### config.mk
export PLATFORM = sky130hd
export DESIGN_NAME = screen_config_controller
export DESIGN_NICKNAME = d
export VERILOG_FILES = /design/src/rtl/screen_cfg_pkg.sv /design/src/rtl/frame_tick_gen.sv /design/src/rtl/screen_config_controller.sv
export SDC_FILE = /design/constraint.sdc
export NUM_CORES = 1
export LEC_CHECK = 0
export CELL_PAD_IN_SITES_DETAIL_PLACEMENT = 1
export CELL_PAD_IN_SITES_GLOBAL_PLACEMENT = 2
export CORE_ASPECT_RATIO = 1.1
export CORE_MARGIN = 1.5
export CORE_UTILIZATION = 30
export DETAILED_ROUTE_END_ITERATION = 8
export GPL_ROUTABILITY_DRIVEN = 0
export PLACE_DENSITY_LB_ADDON = 0.1
export SETUP_SLACK_MARGIN = 0.02
export SYNTH_ARGS = -nofsm -noshare
export SYNTH_HDL_FRONTEND = slang
export SYNTH_SLANG_ARGS = --single-unit
### constraint.sdc
create_clock -name clock -period 1.7 [get_ports clock]
set_input_delay 0.34 -clock clock [delete_from_list [all_inputs] [get_ports clock]]
set_output_delay 0.34 -clock clock [all_outputs]
set_load 0.03 [all_outputs]
### src/rtl/screen_cfg_pkg.sv
// rtl/screen_cfg_pkg.sv - shared states, selector encodings and field indices for config mode
package screen_cfg_pkg;

   localparam logic [1:0] SEL_NONE  = 2'd0;
   localparam logic [1:0] SEL_HORA  = 2'd1;
   localparam logic [1:0] SEL_FECHA = 2'd2;
   localparam logic [1:0] SEL_TIMER = 2'd3;

   // State encodings equal the config_sel encodings so the selector is a plain flop copy.
   typedef enum logic [1:0] {
      ST_IDLE      = SEL_NONE,
      ST_CFG_HORA  = SEL_HORA,
      ST_CFG_FECHA = SEL_FECHA,
      ST_CFG_TIMER = SEL_TIMER
   } cfg_state_t;

   typedef enum logic [2:0] {
      ACT_NONE, ACT_HORA, ACT_FECHA, ACT_TIMER,
      ACT_RIGHT, ACT_LEFT, ACT_UP, ACT_DOWN
   } cfg_action_t;

   localparam int HORA_FIELDS  = 4;
   localparam int FECHA_FIELDS = 3;
   localparam int TIMER_FIELDS = 3;

   localparam logic [1:0] HORA_HH    = 2'd0;
   localparam logic [1:0] HORA_MM    = 2'd1;
   localparam logic [1:0] HORA_SS    = 2'd2;
   localparam logic [1:0] HORA_AM_PM = 2'd3;
   localparam logic [1:0] FECHA_DAY  = 2'd0;
   localparam logic [1:0] FECHA_MES  = 2'd1;
   localparam logic [1:0] FECHA_YEAR = 2'd2;
   localparam logic [1:0] TIMER_HH   = 2'd0;
   localparam logic [1:0] TIMER_MM   = 2'd1;
   localparam logic [1:0] TIMER_SS   = 2'd2;

   function automatic logic [1:0] last_field(input cfg_state_t s);
      case (s)
         ST_CFG_HORA:  return 2'(HORA_FIELDS - 1);
         ST_CFG_FECHA: return 2'(FECHA_FIELDS - 1);
         ST_CFG_TIMER: return 2'(TIMER_FIELDS - 1);
         default:      return 2'd0;
      endcase
   endfunction

endpackage

### src/rtl/frame_tick_gen.sv
// rtl/frame_tick_gen.sv - one-cycle frame tick from the registered falling edge of vsync
module frame_tick_gen (
   input  logic clock,
   input  logic reset,
   input  logic vsync,
   output logic frame_tick
);

   logic vsync_q;
   logic vsync_hist;

   always_ff @(posedge clock or posedge reset) begin
      if (reset) begin
         vsync_q    <= 1'b1;
         vsync_hist <= 1'b1;
         frame_tick <= 1'b0;
      end else begin
         vsync_q    <= vsync;
         vsync_hist <= vsync_q;
         frame_tick <= vsync_hist & ~vsync_q;
      end
   end

endmodule

### src/rtl/screen_config_controller.sv
// rtl/screen_config_controller.sv - config-mode FSM: mode select, cursor, blink, timeout, edit strobes
module screen_config_controller
   import screen_cfg_pkg::*;
#(
   parameter int BLINK_FRAMES   = 30,
   parameter int TIMEOUT_FRAMES = 1800
) (
   input  logic       clock,
   input  logic       reset,
   input  logic       btn_hora,
   input  logic       btn_fecha,
   input  logic       btn_timer,
   input  logic       btn_up,
   input  logic       btn_down,
   input  logic       btn_left,
   input  logic       btn_right,
   input  logic       vsync,
   output logic       config_mode,
   output logic [1:0] config_sel,
   output logic [1:0] cursor_location,
   output logic       cursor_visible,
   output logic       edit_inc,
   output logic       edit_dec
);

   localparam int BW = $clog2(BLINK_FRAMES + 1);
   localparam int TW = $clog2(TIMEOUT_FRAMES + 1);
   localparam logic [BW-1:0] BLINK_LAST = BW'(BLINK_FRAMES - 1);
   localparam logic [TW-1:0] TO_LAST    = TW'(TIMEOUT_FRAMES - 1);

   cfg_state_t    state;
   cfg_state_t    mode_target;
   cfg_action_t   act;
   logic          frame_tick;
   logic [1:0]    cmax;
   logic [BW-1:0] blink_cnt;
   logic [TW-1:0] to_cnt;

   frame_tick_gen u_frame_tick (
      .clock      (clock),
      .reset      (reset),
      .vsync      (vsync),
      .frame_tick (frame_tick)
   );

   // Arrow buttons only count as actions inside a config state.
   always_comb begin
      act = ACT_NONE;
      if (btn_hora)                  act = ACT_HORA;
      else if (btn_fecha)            act = ACT_FECHA;
      else if (btn_timer)            act = ACT_TIMER;
      else if (state != ST_IDLE) begin
         if (btn_right)              act = ACT_RIGHT;
         else if (btn_left)          act = ACT_LEFT;
         else if (btn_up)            act = ACT_UP;
         else if (btn_down)          act = ACT_DOWN;
      end
   end

   always_comb begin
      case (act)
         ACT_HORA:  mode_target = ST_CFG_HORA;
         ACT_FECHA: mode_target = ST_CFG_FECHA;
         ACT_TIMER: mode_target = ST_CFG_TIMER;
         default:   mode_target = ST_IDLE;
      endcase
      cmax = last_field(state);
   end

   always_ff @(posedge clock or posedge reset) begin
      if (reset) begin
         state           <= ST_IDLE;
         config_mode     <= 1'b0;
         config_sel      <= SEL_NONE;
         cursor_location <= 2'd0;
         cursor_visible  <= 1'b1;
         edit_inc        <= 1'b0;
         edit_dec        <= 1'b0;
         blink_cnt       <= '0;
         to_cnt          <= '0;
      end else begin
         edit_inc <= 1'b0;
         edit_dec <= 1'b0;
         if (act != ACT_NONE) begin
            blink_cnt      <= '0;
            to_cnt         <= '0;
            cursor_visible <= 1'b1;
         end
         case (act)
            ACT_HORA, ACT_FECHA, ACT_TIMER: begin
               cursor_location <= 2'd0;
               if (state == mode_target) begin
                  state       <= ST_IDLE;
                  config_mode <= 1'b0;
                  config_sel  <= SEL_NONE;
               end else begin
                  state       <= mode_target;
                  config_mode <= 1'b1;
                  config_sel  <= mode_target;
               end
            end
            ACT_RIGHT: cursor_location <= (cursor_location == cmax) ? 2'd0 : cursor_location + 2'd1;
            ACT_LEFT:  cursor_location <= (cursor_location == 2'd0) ? cmax : cursor_location - 2'd1;
            ACT_UP:    edit_inc <= 1'b1;
            ACT_DOWN:  edit_dec <= 1'b1;
            default: begin
               if (state != ST_IDLE && frame_tick) begin
                  if (to_cnt == TO_LAST) begin
                     state           <= ST_IDLE;
                     config_mode     <= 1'b0;
                     config_sel      <= SEL_NONE;
                     cursor_location <= 2'd0;
                     cursor_visible  <= 1'b1;
                     blink_cnt       <= '0;
                     to_cnt          <= '0;
                  end else begin
                     to_cnt <= to_cnt + TW'(1);
                     if (blink_cnt == BLINK_LAST) begin
                        blink_cnt      <= '0;
                        cursor_visible <= ~cursor_visible;
                     end else begin
                        blink_cnt <= blink_cnt + BW'(1);
                     end
                  end
               end
            end
         endcase
      end
   end

endmodule

==> flow_metrics.env <==
export IMPL_grt_pass1_wl_um=7220
export IMPL_synth_seq_cells=27
export IMPL_worst_setup_path_end_kind="flip-flop"
export IMPL_area_growth_pct=43.6
export IMPL_internal_power_uw=978
export IMPL_start_util=0.309
export IMPL_grt_start_max_net_pins=28
export IMPL_cts_tree="done"
export IMPL_die_w_um=71.2
export IMPL_cts_htree_levels=1
export IMPL_maxSlewHeadroom=0.724
export IMPL_vias=1462
export IMPL_clock_latency_ps=270
export IMPL_io_buffers=17
export IMPL_pwr_share_clk=0.265
export IMPL_peakVddDrop_mv=0.282
export IMPL_synth_cells=171
export IMPL_firstDrtPassIters=5
export IMPL_clockRootBuffer="clkbuf_8"
export IMPL_ys_types=48
export IMPL_period_share=1.02
export IMPL_p_leak_nw=0.972
export IMPL_seqCellArea_um2=681
export IMPL_dieArea_um2=5550
export IMPL_cts_made_buffers=3
export IMPL_synth_area_per_cell_um2=8.97
export IMPL_tns_ps=-69.3
export IMPL_max_stage_delay_ps=550
export IMPL_coreArea_um2=4970
export IMPL_final_util=0.444
export IMPL_worst_path_max_fanout=6
export IMPL_wirelength_um=4150
export IMPL_outcome="complete, but fails checks"
export IMPL_async_reset_ff_frac=1.00
export IMPL_cp_start_kind="flip-flop"
export IMPL_clk_pin_slew_ps=90
export IMPL_wl_met3_um=55
export IMPL_nets=244
export IMPL_fp_dieH_um=78.0
export IMPL_rows=27
export IMPL_drive_gt1_frac=0.298
export IMPL_hold_viol_final=0
export IMPL_cap_viol_max_count=0
export IMPL_antenna_cells=0
export IMPL_comb_power_share=0.236
export IMPL_antenna_found_initial=0
export IMPL_pin_count=18
export IMPL_wl_per_cell_um=14.5
export IMPL_slew_violations=0
export IMPL_switchingPower_uw=388
export IMPL_clockBufferDepth=2
export IMPL_synth_fp_nets=186
export IMPL_dpl_worst_slack_ps=-191
export IMPL_rsz0062_at_grt="yes"
export IMPL_post_dp_hpwl_um=3230
export IMPL_syn_area_um2=1530
export IMPL_min_path_type="reg2reg"
export IMPL_drtIter0Drc=54
export IMPL_crit_slowest_cell="or4b_4"
export IMPL_hold_buffers=0
export IMPL_r2r_cells=5
export IMPL_cts_num_sinks=27
export IMPL_synth_edf_count=0
export IMPL_path_cells="or4b_4, nor3_4, buf_12, a21oi_2, a221o_1"
export IMPL_synth_seq_area_share=0.443
export IMPL_whs_path_depth=0
export IMPL_multi_input_area_um2=861
export IMPL_drt_drc_violations_left=0
export IMPL_synth_warnings=0
export IMPL_m1WireLength_um=1810
export IMPL_failed_checks="negative setup slack"
export IMPL_pwr_share_seq=0.499
export IMPL_critPathRequiredTime_ps=1860
export IMPL_grt_overflow_total=0
export IMPL_routed_wl_met2_um=2260
export IMPL_synth_ff_type="dfrtp_1"
export IMPL_setup_viol=4
export IMPL_n_fill_cell=603
export IMPL_via_per_inst=5.11
export IMPL_worst_slew_pin_slew_ps=411
export IMPL_period_minus_slack_ps=1740
export IMPL_antenna_left=0
export IMPL_switching_share=0.284
export IMPL_crit_type="reg2reg"
export IMPL_worst_ep_arrival_time_ps=1900
export IMPL_grt_total_usage=0.160
export IMPL_first_global_vias=1605
export IMPL_powerDensity_nw_per_um2=620
export IMPL_top_layer="met4"
export IMPL_max_freq_mhz=575
export IMPL_skew_ps=8.11
export IMPL_layout_setup_ws_ps=-39.7
==> critical path: cells and delay by family (launching register included) <==
family	cells	cell delay [ps]
buffers and inverters	1	140
and+or+nand+nor	2	710
AOI/OAI and AO/OA	2	380
DFF	1	390
==> layout by cell type (no fill, tap or decap), types with 3 or more instances in the layout <==
master,instances
clkdlybuf4s50_1,11
nand3_1,5
a21oi_1,9
dfstp_2,3
nor3_1,5
nor2_2,3
clkbuf_8,3
inv_1,10
xor2_1,6
buf_4,37
o21ai_0,8
nand2_1,15
nor2_1,14
ha_1,4
or3_1,3
dlygate4sd2_1,5
a31oi_1,4
nand4_1,5
dfrtp_1,23
nor2_4,5
==> flip-flops by register name, indices dropped and copies added, names as in the netlist <==
name,count
blink_cnt,5
config_mode,1
cursor_location,2
cursor_visible,1
edit_dec,1
edit_inc,1
state,2
to_cnt,11
u_frame_tick.frame_tick,1
u_frame_tick.vsync_hist,1
u_frame_tick.vsync_q,1
==> logic make-up after synthesis <==
family,Yosys count,synth area share
and+or+nand+nor,74,0.256
muxes,1,0.00653
buffers and inverters,15,0.0375
DFF,27,0.443
AOI/OAI and AO/OA,41,0.170
adders and majority gates,5,0.0408
xor gates and xnor gates,8,0.0457
==> area by class of cell <==
cell class	instances	share of cell area
multi-input combinational	129	0.391
sequential	27	0.309
timing repair buffer	58	0.230
tap	58	0.0329
clock buffer	4	0.0204
inverter	10	0.0170
==> power groups by stage <==
stage               sequential (mW)  clock, mW  combinational [mW]
floorplan                     0.720          0               0.131
global placement              0.695          0               0.316
detailed placement            0.695          0               0.325
CTS                           0.683      0.382               0.322
global route                  0.686      0.408               0.356
finish                        0.682      0.362               0.323
==> routing by layer <==
layer  track usage  vias to the layer above
met5             0                        -
met4        0.0396                        0
met3        0.0130                        2
met2         0.294                       11
met1         0.197                      730
li1              -                      719
==> metrics by stage <==
stage	area (um2)	cells	total power [mW]	hold WS [ps]
after floorplan	1540	171	0.851	344
after global placement	2060	280	1.01	355
after detailed placement	2060	280	1.02	359
after CTS	2130	285	1.39	372
after global routing	2200	286	1.45	381
final	2200	286	1.37	371
==> cell usage after synthesis (3+ instances only) <==
| cell type | instances | share of area |
|---|---|---|
| nor2_1 | 22 | 0.054 |
| a21oi_1 | 10 | 0.033 |
| dfstp_2 | 3 | 0.051 |
| inv_1 | 10 | 0.024 |
| nand3_1 | 5 | 0.016 |
| ha_1 | 5 | 0.041 |
| or3_1 | 3 | 0.012 |
| nand4_1 | 5 | 0.020 |
| a31oi_1 | 4 | 0.016 |
| dfrtp_1 | 24 | 0.39 |
| nor3_1 | 5 | 0.016 |
| clkbuf_1 | 4 | 0.0098 |
| nand2_1 | 15 | 0.037 |
| o21ai_0 | 8 | 0.026 |
| xor2_1 | 6 | 0.034 |
| o21ai_1 | 3 | 0.0098 |
==> worst paths after layout <==
check	start	end	slack [ps]
worst min-delay path	u_frame_tick.vsync_q	u_frame_tick.vsync_hist	370
max in group asynchronous	reset	u_frame_tick.vsync_hist	960
worst max-delay path	to_cnt[6]	cursor_location[1]	-40
worst min register to register	u_frame_tick.vsync_q	u_frame_tick.vsync_hist	370
worst max register to register	to_cnt[6]	cursor_location[1]	-40
min in group asynchronous	reset	edit_inc	440
==> repair_timing <==
item	4_1_cts	5_1_grt
setup buffers	1	2
endpoints found under the setup margin	26	19
gates resized for setup	11	17
pin swaps	4	7
(Power assumes the default switching activity.)
